**src/rtl/clk_div_gen_pkg.sv**
```systemverilog
// Shared constants and divisor sanitising for the clock-enable generator.
package clk_div_pkg;

   localparam int unsigned DEF_DIV  = 2;
   localparam int unsigned DEF_HIGH = 1;

   // Divisors below 2 cannot form a period with both a tick and a low phase.
   function automatic int unsigned clamp_div(input int unsigned d);
      return (d < 2) ? 2 : d;
   endfunction

endpackage

```
**src/rtl/clk_div_gen_if.sv**
```systemverilog
// Settings write bus: one write per cycle, throttled by the target channel's pending flag.
interface clk_div_gen_if #(
   parameter int NCH = 4,
   parameter int W   = 16
);
   localparam int CW = (NCH > 1) ? $clog2(NCH) : 1;

   logic          wr_en;
   logic [CW-1:0] wr_chan;
   logic [W-1:0]  wr_div;
   logic [W-1:0]  wr_high;
   logic          wr_ready;

   modport master (output wr_en, output wr_chan, output wr_div, output wr_high, input wr_ready);
   modport slave  (input wr_en, input wr_chan, input wr_div, input wr_high, output wr_ready);
endinterface

```
**src/rtl/clk_div_gen_chan.sv**
```systemverilog
// One divider channel: period counter, active/shadow settings, registered outputs.
module clk_div_chan
   import clk_div_pkg::*;
#(
   parameter int          W            = 16,
   parameter int unsigned DEFAULT_DIV  = DEF_DIV,
   parameter int unsigned DEFAULT_HIGH = DEF_HIGH
) (
   input  logic         clkin,
   input  logic         reset,
   input  logic         en,
   input  logic         wr_acc,
   input  logic [W-1:0] wr_div,
   input  logic [W-1:0] wr_high,
   output logic         clkout,
   output logic         tick,
   output logic         lock,
   output logic         pending
);

   logic [W-1:0] cnt, div_act, high_act, div_sh, high_sh;
   logic [W-1:0] cnt_n, div_act_n, high_act_n, div_sh_n, high_sh_n;
   logic         pend_n, lock_n, wrap;

   always_comb begin
      cnt_n      = cnt;
      div_act_n  = div_act;
      high_act_n = high_act;
      div_sh_n   = div_sh;
      high_sh_n  = high_sh;
      pend_n     = pending;
      lock_n     = lock;
      wrap       = en && (cnt == div_act - 1'b1);

      // Parking at div-1 while disabled makes the first enabled edge a wrap.
      if (!en) begin
         cnt_n  = div_act - 1'b1;
         lock_n = 1'b0;
      end else if (wrap) begin
         cnt_n = '0;
         if (pending) begin
            div_act_n  = div_sh;
            high_act_n = high_sh;
            pend_n     = 1'b0;
         end
         lock_n = 1'b1;
      end else begin
         cnt_n = cnt + 1'b1;
      end

      // A write is only accepted with pending clear, so it never races the apply above.
      if (wr_acc) begin
         div_sh_n  = W'(clamp_div(32'(wr_div)));
         high_sh_n = wr_high;
         pend_n    = 1'b1;
         lock_n    = 1'b0;
      end
   end

   always_ff @(posedge clkin) begin
      if (reset) begin
         cnt      <= '0;
         div_act  <= W'(DEFAULT_DIV);
         high_act <= W'(DEFAULT_HIGH);
         div_sh   <= W'(DEFAULT_DIV);
         high_sh  <= W'(DEFAULT_HIGH);
         pending  <= 1'b0;
         lock     <= 1'b0;
         clkout   <= 1'b0;
         tick     <= 1'b0;
      end else begin
         cnt      <= cnt_n;
         div_act  <= div_act_n;
         high_act <= high_act_n;
         div_sh   <= div_sh_n;
         high_sh  <= high_sh_n;
         pending  <= pend_n;
         lock     <= lock_n;
         clkout   <= en && (cnt_n < high_act_n);
         tick     <= en && (cnt_n == '0);
      end
   end

endmodule

```
**src/rtl/clk_div_gen.sv**
```systemverilog
// Multi-channel clock-enable generator: write decode and ready muxing around NCH channels.
module clk_div_gen
   import clk_div_pkg::*;
#(
   parameter int          NCH          = 4,
   parameter int          W            = 16,
   parameter int unsigned DEFAULT_DIV  = DEF_DIV,
   parameter int unsigned DEFAULT_HIGH = DEF_HIGH
) (
   input  logic           clkin,
   input  logic           reset,
   input  logic [NCH-1:0] ch_en,
   clk_div_gen_if.slave   wr,
   output logic [NCH-1:0] clkout,
   output logic [NCH-1:0] tick,
   output logic [NCH-1:0] lock,
   output logic [NCH-1:0] pending
);

   localparam int CW = (NCH > 1) ? $clog2(NCH) : 1;

   always_comb begin
      wr.wr_ready = 1'b1;
      if (int'(wr.wr_chan) < NCH) wr.wr_ready = ~pending[wr.wr_chan];
   end

   for (genvar i = 0; i < NCH; i++) begin : g_ch
      logic acc;
      assign acc = wr.wr_en && wr.wr_ready && (wr.wr_chan == CW'(i));

      clk_div_chan #(
         .W            (W),
         .DEFAULT_DIV  (DEFAULT_DIV),
         .DEFAULT_HIGH (DEFAULT_HIGH)
      ) u_chan (
         .clkin   (clkin),
         .reset   (reset),
         .en      (ch_en[i]),
         .wr_acc  (acc),
         .wr_div  (wr.wr_div),
         .wr_high (wr.wr_high),
         .clkout  (clkout[i]),
         .tick    (tick[i]),
         .lock    (lock[i]),
         .pending (pending[i])
      );
   end

endmodule
```
**src/flat_wrapper.sv**
```systemverilog
// flat-port wrapper written by rule: the top's interface ports become plain ports
module clk_div_gen_flat import clk_div_pkg::*;
#(
   parameter int          NCH          = 4,
   parameter int          W            = 16,
   parameter int unsigned DEFAULT_DIV  = DEF_DIV,
   parameter int unsigned DEFAULT_HIGH = DEF_HIGH
)
  (clkin, reset, ch_en, clkout, tick, lock, pending, wr_wr_en, wr_wr_chan, wr_wr_div, wr_wr_high, wr_wr_ready);
  clk_div_gen_if #(.NCH(NCH), .W(W)) wr_i ();
  input  logic clkin;
  input  logic reset;
  input  logic [NCH-1:0] ch_en;
  output logic [NCH-1:0] clkout;
  output logic [NCH-1:0] tick;
  output logic [NCH-1:0] lock;
  output logic [NCH-1:0] pending;
  input wire logic [$bits(wr_i.wr_en)-1:0] wr_wr_en;
  input wire logic [$bits(wr_i.wr_chan)-1:0] wr_wr_chan;
  input wire logic [$bits(wr_i.wr_div)-1:0] wr_wr_div;
  input wire logic [$bits(wr_i.wr_high)-1:0] wr_wr_high;
  output wire logic [$bits(wr_i.wr_ready)-1:0] wr_wr_ready;
  assign wr_i.wr_en = wr_wr_en;
  assign wr_i.wr_chan = wr_wr_chan;
  assign wr_i.wr_div = wr_wr_div;
  assign wr_i.wr_high = wr_wr_high;
  assign wr_wr_ready = wr_i.wr_ready;
  clk_div_gen #(.NCH(NCH), .W(W), .DEFAULT_DIV(DEFAULT_DIV), .DEFAULT_HIGH(DEFAULT_HIGH)) u_core (.clkin(clkin), .reset(reset), .ch_en(ch_en), .wr(wr_i), .clkout(clkout), .tick(tick), .lock(lock), .pending(pending));
endmodule
```
**config.mk**
```make
export PLATFORM = sky130hd
export DESIGN_NAME = clk_div_gen_flat
export DESIGN_NICKNAME = d
export VERILOG_FILES = /design/src/rtl/clk_div_gen_pkg.sv /design/src/rtl/clk_div_gen_if.sv /design/src/rtl/clk_div_gen_chan.sv /design/src/rtl/clk_div_gen.sv /design/src/flat_wrapper.sv
export SDC_FILE = /design/constraint.sdc
export NUM_CORES = 1
export LEC_CHECK = 0
export CAP_MARGIN = 20
export CORE_ASPECT_RATIO = 1.25
export CORE_MARGIN = 3
export CORE_UTILIZATION = 45
export DETAILED_ROUTE_END_ITERATION = 10
export PLACE_DENSITY_LB_ADDON = 0.3
export REMOVE_ABC_BUFFERS = 1
export SYNTH_ARGS = -nofsm -noshare
export SYNTH_HDL_FRONTEND = slang
export SYNTH_SLANG_ARGS = --single-unit
export TNS_END_PERCENT = 5
```
**constraint.sdc**
```tcl
create_clock -name clkin -period 7.2 [get_ports clkin]
set_input_delay 1.08 -clock clkin [delete_from_list [all_inputs] [get_ports clkin]]
set_output_delay 1.08 -clock clkin [all_outputs]
set_load 0.1 [all_outputs]
```
-- Word-level counts from Yosys, hierarchy flattened
Index checks and enable logic that the tools add are counted.
W data, S select, Z words.
- flip-flop bits (word level): 336
- bits of input ports: 41
- add/subtract/negate cells: 8
- magnitude comparators: 6
- equal/unequal tests: 7
- mux-type cells: 35
- bitwise operators: 5
- reduce and logical (&&, ||, !) cells: 42
- operators by type and width (cell ; number):
    $mux W16 ; 21
    $add A16 B1 Y16 const B ; 4
    $eq A16 B16 Y1 ; 4
    $logic_not A16 Y1 ; 4
    $lt A16 B16 Y1 ; 4
    $sub A16 B1 Y16 const B ; 4
    $logic_and A1 B1 Y1 ; 17
    $lt A16 B2 Y1 const B ; 1
    $reduce_bool A2 Y1 ; 8
    $mux W1 ; 13
    $reduce_and A3 Y1 ; 4
    $reduce_or A3 Y1 ; 4
    $reduce_and A2 Y1 ; 4
    $not A1 Y1 ; 5
    $eq A2 B2 Y1 const B ; 2
    $lt A2 B3 Y1 const B ; 1
    $bmux W1 S2 ; 1
    $eq A2 B1 Y1 const B ; 1
    $logic_not A2 Y1 ; 1

-- Longest topological paths before layout
- depth after elaboration: 7
- depth in mapped cells: 21
- gate-level depth less buffers: 19

-- Hierarchy
A second synthesis with hierarchy kept.
- cells, all modules: 2002
- area total of the unflattened synthesis: 18462.7 um^2
- modules (own cells, without submodules) (module ; times used ; cells an instance ; area each (um^2)):
    clk_div_chan at u_core.g_ch[1].u_chan ... ; 3 ; 499 ; 4598.2
    clk_div_chan at u_core.g_ch[0].u_chan ; 1 ; 498 ; 4604.4
    clk_div_gen ; 1 ; 7 ; 63.8

-- Worst setup path after synthesis
Ideal clock, no wire load.
- path kind: reg2reg
- start point: reg u_core.g_ch[3].u_chan.div_act[0]
- end point: reg u_core.g_ch[3].u_chan.clkout
- arrival time: 5.029 ns
- slack: 2.098 ns
- cell stages (with the launch flop): 20
- path buffers: 3
- period minus slack after synthesis: 5.102 ns
- cells stage by stage: dfxtp_1 -> clkbuf_1 -> inv_1 -> ha_1 -> or4b_1 -> buf_2 -> o41ai_2 -> o311ai_1 -> or4b_1 -> or4_4 -> nor3_4 -> buf_6 -> mux2i_1 -> ha_1 -> a21oi_1 -> nor4_1 -> a2111oi_0 -> o211ai_1 -> a2111o_1 -> o22ai_2
- cells in the longest elaborated chain, start to end: 7
- elaborated cells between the ends (all ways): 9
- those cells by class: 1 x add/sub; 1 x order compare; 1 x eq/ne; 4 x mux; 2 x reduce/logical
- RTL lines (what ; RTL line ; source):
    start, declared ; clk_div_gen_chan.sv:21 ; logic [W-1:0] cnt, div_act, high_act, div_sh, high_sh;
    start signal, assigned ; clk_div_gen_chan.sv:63 ; div_act <= W'(DEFAULT_DIV);
    start signal, assigned ; clk_div_gen_chan.sv:73 ; div_act <= div_act_n;
    $sub A16 B1 Y16 (*) ; clk_div_gen_chan.sv:33, clk_div_gen_chan.sv:37 ;
    $eq A16 B16 Y1 ; clk_div_gen_chan.sv:33 ; wrap = en && (cnt == div_act - 1'b1);
    $logic_and A1 B1 Y1 ; clk_div_gen_chan.sv:33 ;
    $mux W16 ; clk_div_gen_chan.sv:39 ; end else if (wrap) begin
    $mux W16 ; clk_div_gen_chan.sv:36 ; if (!en) begin
    $lt A16 B16 Y1 (*) ; clk_div_gen_chan.sv:79 ; clkout <= en && (cnt_n < high_act_n);
    $logic_and A1 B1 Y1 (*) ; clk_div_gen_chan.sv:79 ;
    end signal, assigned ; clk_div_gen_chan.sv:79 ;
    end, declared ; clk_div_gen_chan.sv:15 ; output logic clkout,
Mark *: on every way between the ends. The rest lies on a longest branch, timed or not.
A chain may end at the register's enable or synchronous reset.

-- Worst setup path in the final report
Same ends and word-level chain as after synthesis.

==> results.json <==
{
  "layout.cells.non_filler": 2686,
  "max-slew-margin-rel": 0.339,
  "status": "complete, no violations",
  "p_switching_mw": 1.07,
  "dp.cells": 2623,
  "fill_cells": 3783,
  "die_h_um": 230,
  "worst_pin_slew_ns": 0.982,
  "clk_path_buf_depth": 3,
  "leakagePower_nw": 7.82,
  "drive_above_1_share": 0.0608,
  "grt_pass1_vias": 15032,
  "gp_congestion": 0.906,
  "die_area_mm2": 0.0427,
  "via_per_inst": 5.81,
  "rows": 81,
  "worstHoldStart": "u_core.g_ch[1].u_chan.div_sh[15]$_SDFFE_PP0P_",
  "endpoint_kind": "flop",
  "start_util": 0.459,
  "cap_violations": 0,
  "cts_resized": 0,
  "grt_max_degree": 98,
  "p_seq_frac": 0.459,
  "hold_class": "flop to flop",
  "power.internal_mw": 3.15,
  "combPwrFrac": 0.090,
  "dieWidth_um": 185,
  "cts_hold_buffers": 0,
  "cts_max_level": 2,
  "antenna_found_initial": 0,
  "io_pins": 58,
  "synth_seq_area_share": 0.372,
  "cp_cell_sequence": "inv_1 > ha_1 > or4b_1 > o41ai_2 > o311ai_1 > or4b_1 > or4_4 > nor3_4 > buf_4 > mux2i_1 > ha_1 > nand4_1 > nor4_1 > a2111oi_0 > o211ai_1 > a2111o_1 > o22ai_2",
  "rsz0062_at_grt": "no",
  "synth.area.top_cells": "dfxtp_1 37%, mux2i_1 7.1%, nand2_1 6.8%, a21oi_1 5.6%, xnor2_1 5.3%",
  "io_buffers": 57,
  "cp.arrival_ns": 6.19,
  "drt_iter0_markers": 1259,
  "crit_slowest_cell": "or4b_1",
  "fin_util": 0.508,
  "post-route-drc-count": 0,
  "synth_top_area_cell": "dfxtp_1",
  "ys_ff_latch": 336,
  "synthesis.instances": 2210,
  "critPathMaxStageDelay_ns": 0.60,
  "drt_wl_total_mm": 52.4,
  "powerDensity_mw_per_mm2": 210,
  "synth_cell_types": 78,
  "routedWlPerCell_um": 19.5,
  "yosysWarningCount": 0,
  "p_sw_frac": 0.253,
  "vias": 15596,
  "peakVddDrop_uv": 155,
  "hpwl_mm": 37.6,
  "yosys_most_used_dff": "dfxtp_1",
  "diodes": 0,
  "mostFrequentLayoutCell": "dfxtp_1",
  "firstDrtPassIters": 7,
  "clkSinkCount": 336,
  "final_cell_mix": "336 x dfxtp_1, 327 x nand2_1, 227 x nor2_1",
  "clock_power_share": 0.451,
  "worstSetupStartpoint": "u_core.g_ch[3].u_chan.div_act[0]$_SDFFE_PP0P_",
  "multi_input_area_mm2": 0.0105,
  "fin_worst_skew_ns": 0.0129,
  "synth_edf_count": 0,
  "grt_overflow": 0,
  "fp.coreArea_mm2": 0.0394,
  "grtUsageTotal": 0.241,
  "cts_tree": "yes",
  "min_period_over_period": 0.795,
  "worstPathRequired_ns": 7.67,
  "finalInstanceArea_mm2": 0.0200,
  "async_flop_share": 0,
  "path_max_fanout": 16,
  "finalSetupViolations": 0,
  "fmax_ghz": 0.175,
  "post_cts_buffers": 0,
  "slew_violations": 0,
  "antenna_left": 0,
  "areaGrowthSynthToFinish_pct": 10.6,
  "grt_pass1_wl_mm": 82.6,
  "synth.avg_cell_area_um2": 8.19,
  "period_needed_ns": 5.73,
  "layout.nets": 2273,
  "cts.reportedPaths.clkPinSlew_ns": 0.06,
  "cts_buffers": 36,
  "start_kind": "flop",
  "fin_hold_ws_ns": 0.453,
  "r2r-start": "u_core.g_ch[3].u_chan.div_act[0]$_SDFFE_PP0P_",
  "regArea_mm2": 0.00673,
  "root_buffer": "clkbuf_16",
  "post_dp_cell_area_mm2": 0.0188,
  "crit_type": "flop to flop",
  "tns_ns": 0,
  "netlist_area_mm2": 0.0181,
  "hold_violations": 0,
  "clock_latency_ns": 0.54,
  "synth_top_area_share": 0.372
}
-- synthesized netlist by cell type (19+ instances only) --
library cell and n:
nand3_1 52, nor3_1 49, nor2_1 227, nor4_1 27, nand4_1 51, o21ai_0 29, xnor2_1 109, dfxtp_1 336
clkbuf_1 127, mux2i_1 129, inv_1 34, a211oi_1 20, or3_1 19, a21o_1 22, ha_1 68, and2_1 39
xor2_1 61, a21oi_1 201, nand2_1 327
-- flip-flops by register name (all words and copies together), names as in the netlist --
signal                       flops
u_core.g_ch.u_chan.clkout        4
u_core.g_ch.u_chan.cnt          64
u_core.g_ch.u_chan.div_act      64
u_core.g_ch.u_chan.div_sh       64
u_core.g_ch.u_chan.high_act     64
u_core.g_ch.u_chan.high_sh      64
u_core.g_ch.u_chan.lock          4
u_core.g_ch.u_chan.pending       4
u_core.g_ch.u_chan.tick          4
-- path summary, 6_finish.rpt --
kind / endpoint / slack (ns) / cells after the start
hold reg to reg: u_core.g_ch[1].u_chan.div_sh[15]$_SDFFE_PP0P_ / 0.45 / 2
hold / removal: u_core.g_ch[1].u_chan.div_sh[15]$_SDFFE_PP0P_ / 0.45 / 2
setup / recovery: u_core.g_ch[3].u_chan.clkout$_SDFF_PP0_ / 1.47 / 17
setup reg to reg: u_core.g_ch[3].u_chan.clkout$_SDFF_PP0_ / 1.47 / 17
-- cells by family after synthesis --
group | count (synthesis) | synth area share
buffers and inverters | 203 | 0.0478
XOR/XNOR | 174 | 0.0873
AND/OR/NAND/NOR | 901 | 0.236
flip-flops | 336 | 0.372
AO/OA/AOI/OAI | 396 | 0.137
adder cells (fa/ha/maj) | 68 | 0.0470
multiplexers | 132 | 0.0732
-- per-layer routing --
layer	vias up	track usage	wire, um	part of all wire
li1	7619	-	-	-
met1	7449	0.309	22600	0.43
met2	409	0.405	25100	0.48
met3	119	0.0283	2270	0.043
met4	0	0.111	2360	0.045
met5	-	0	0	0
-- worst max-delay path: cells and delay by family, from the launching register on --
family	cells	cell delay, ns
buffers and inverters	2	0.42
AND/OR/NAND/NOR	6	2.18
flip-flops	1	0.41
adder cells (fa/ha/maj)	2	0.51
multiplexers	1	0.32
AO/OA/AOI/OAI	6	1.80
-- through the flow --
stage / total power, mW / setup slack (ns)
final: 4.21 / 1.47
after global routing: 4.36 / 1.04
after CTS: 4.25 / 1.49
after detailed placement: 2.35 / 1.26
after global placement: 2.34 / 1.40
after floorplan: 2.18 / 0.674
-- power by group through the flow --
| stage | registers (mW) | clock network (mW) | logic, mW |
|---|---|---|---|
| global route | 1.94 | 2.01 | 0.410 |
| global placement | 1.98 | 0 | 0.366 |
| floorplan | 2.00 | 0 | 0.185 |
| detailed placement | 1.98 | 0 | 0.371 |
| finish | 1.94 | 1.90 | 0.377 |
| CTS | 1.94 | 1.94 | 0.374 |
-- final cells by class --
| class | count | area share |
|---|---|---|
| inverter | 37 | 0.00694 |
| timing repair buffer | 82 | 0.0391 |
| tap | 498 | 0.0311 |
| clock inverter | 14 | 0.00925 |
| sequential | 336 | 0.336 |
| multi-input combinational | 1671 | 0.526 |
| clock buffer | 48 | 0.0513 |
(Power assumes the default switching activity.)
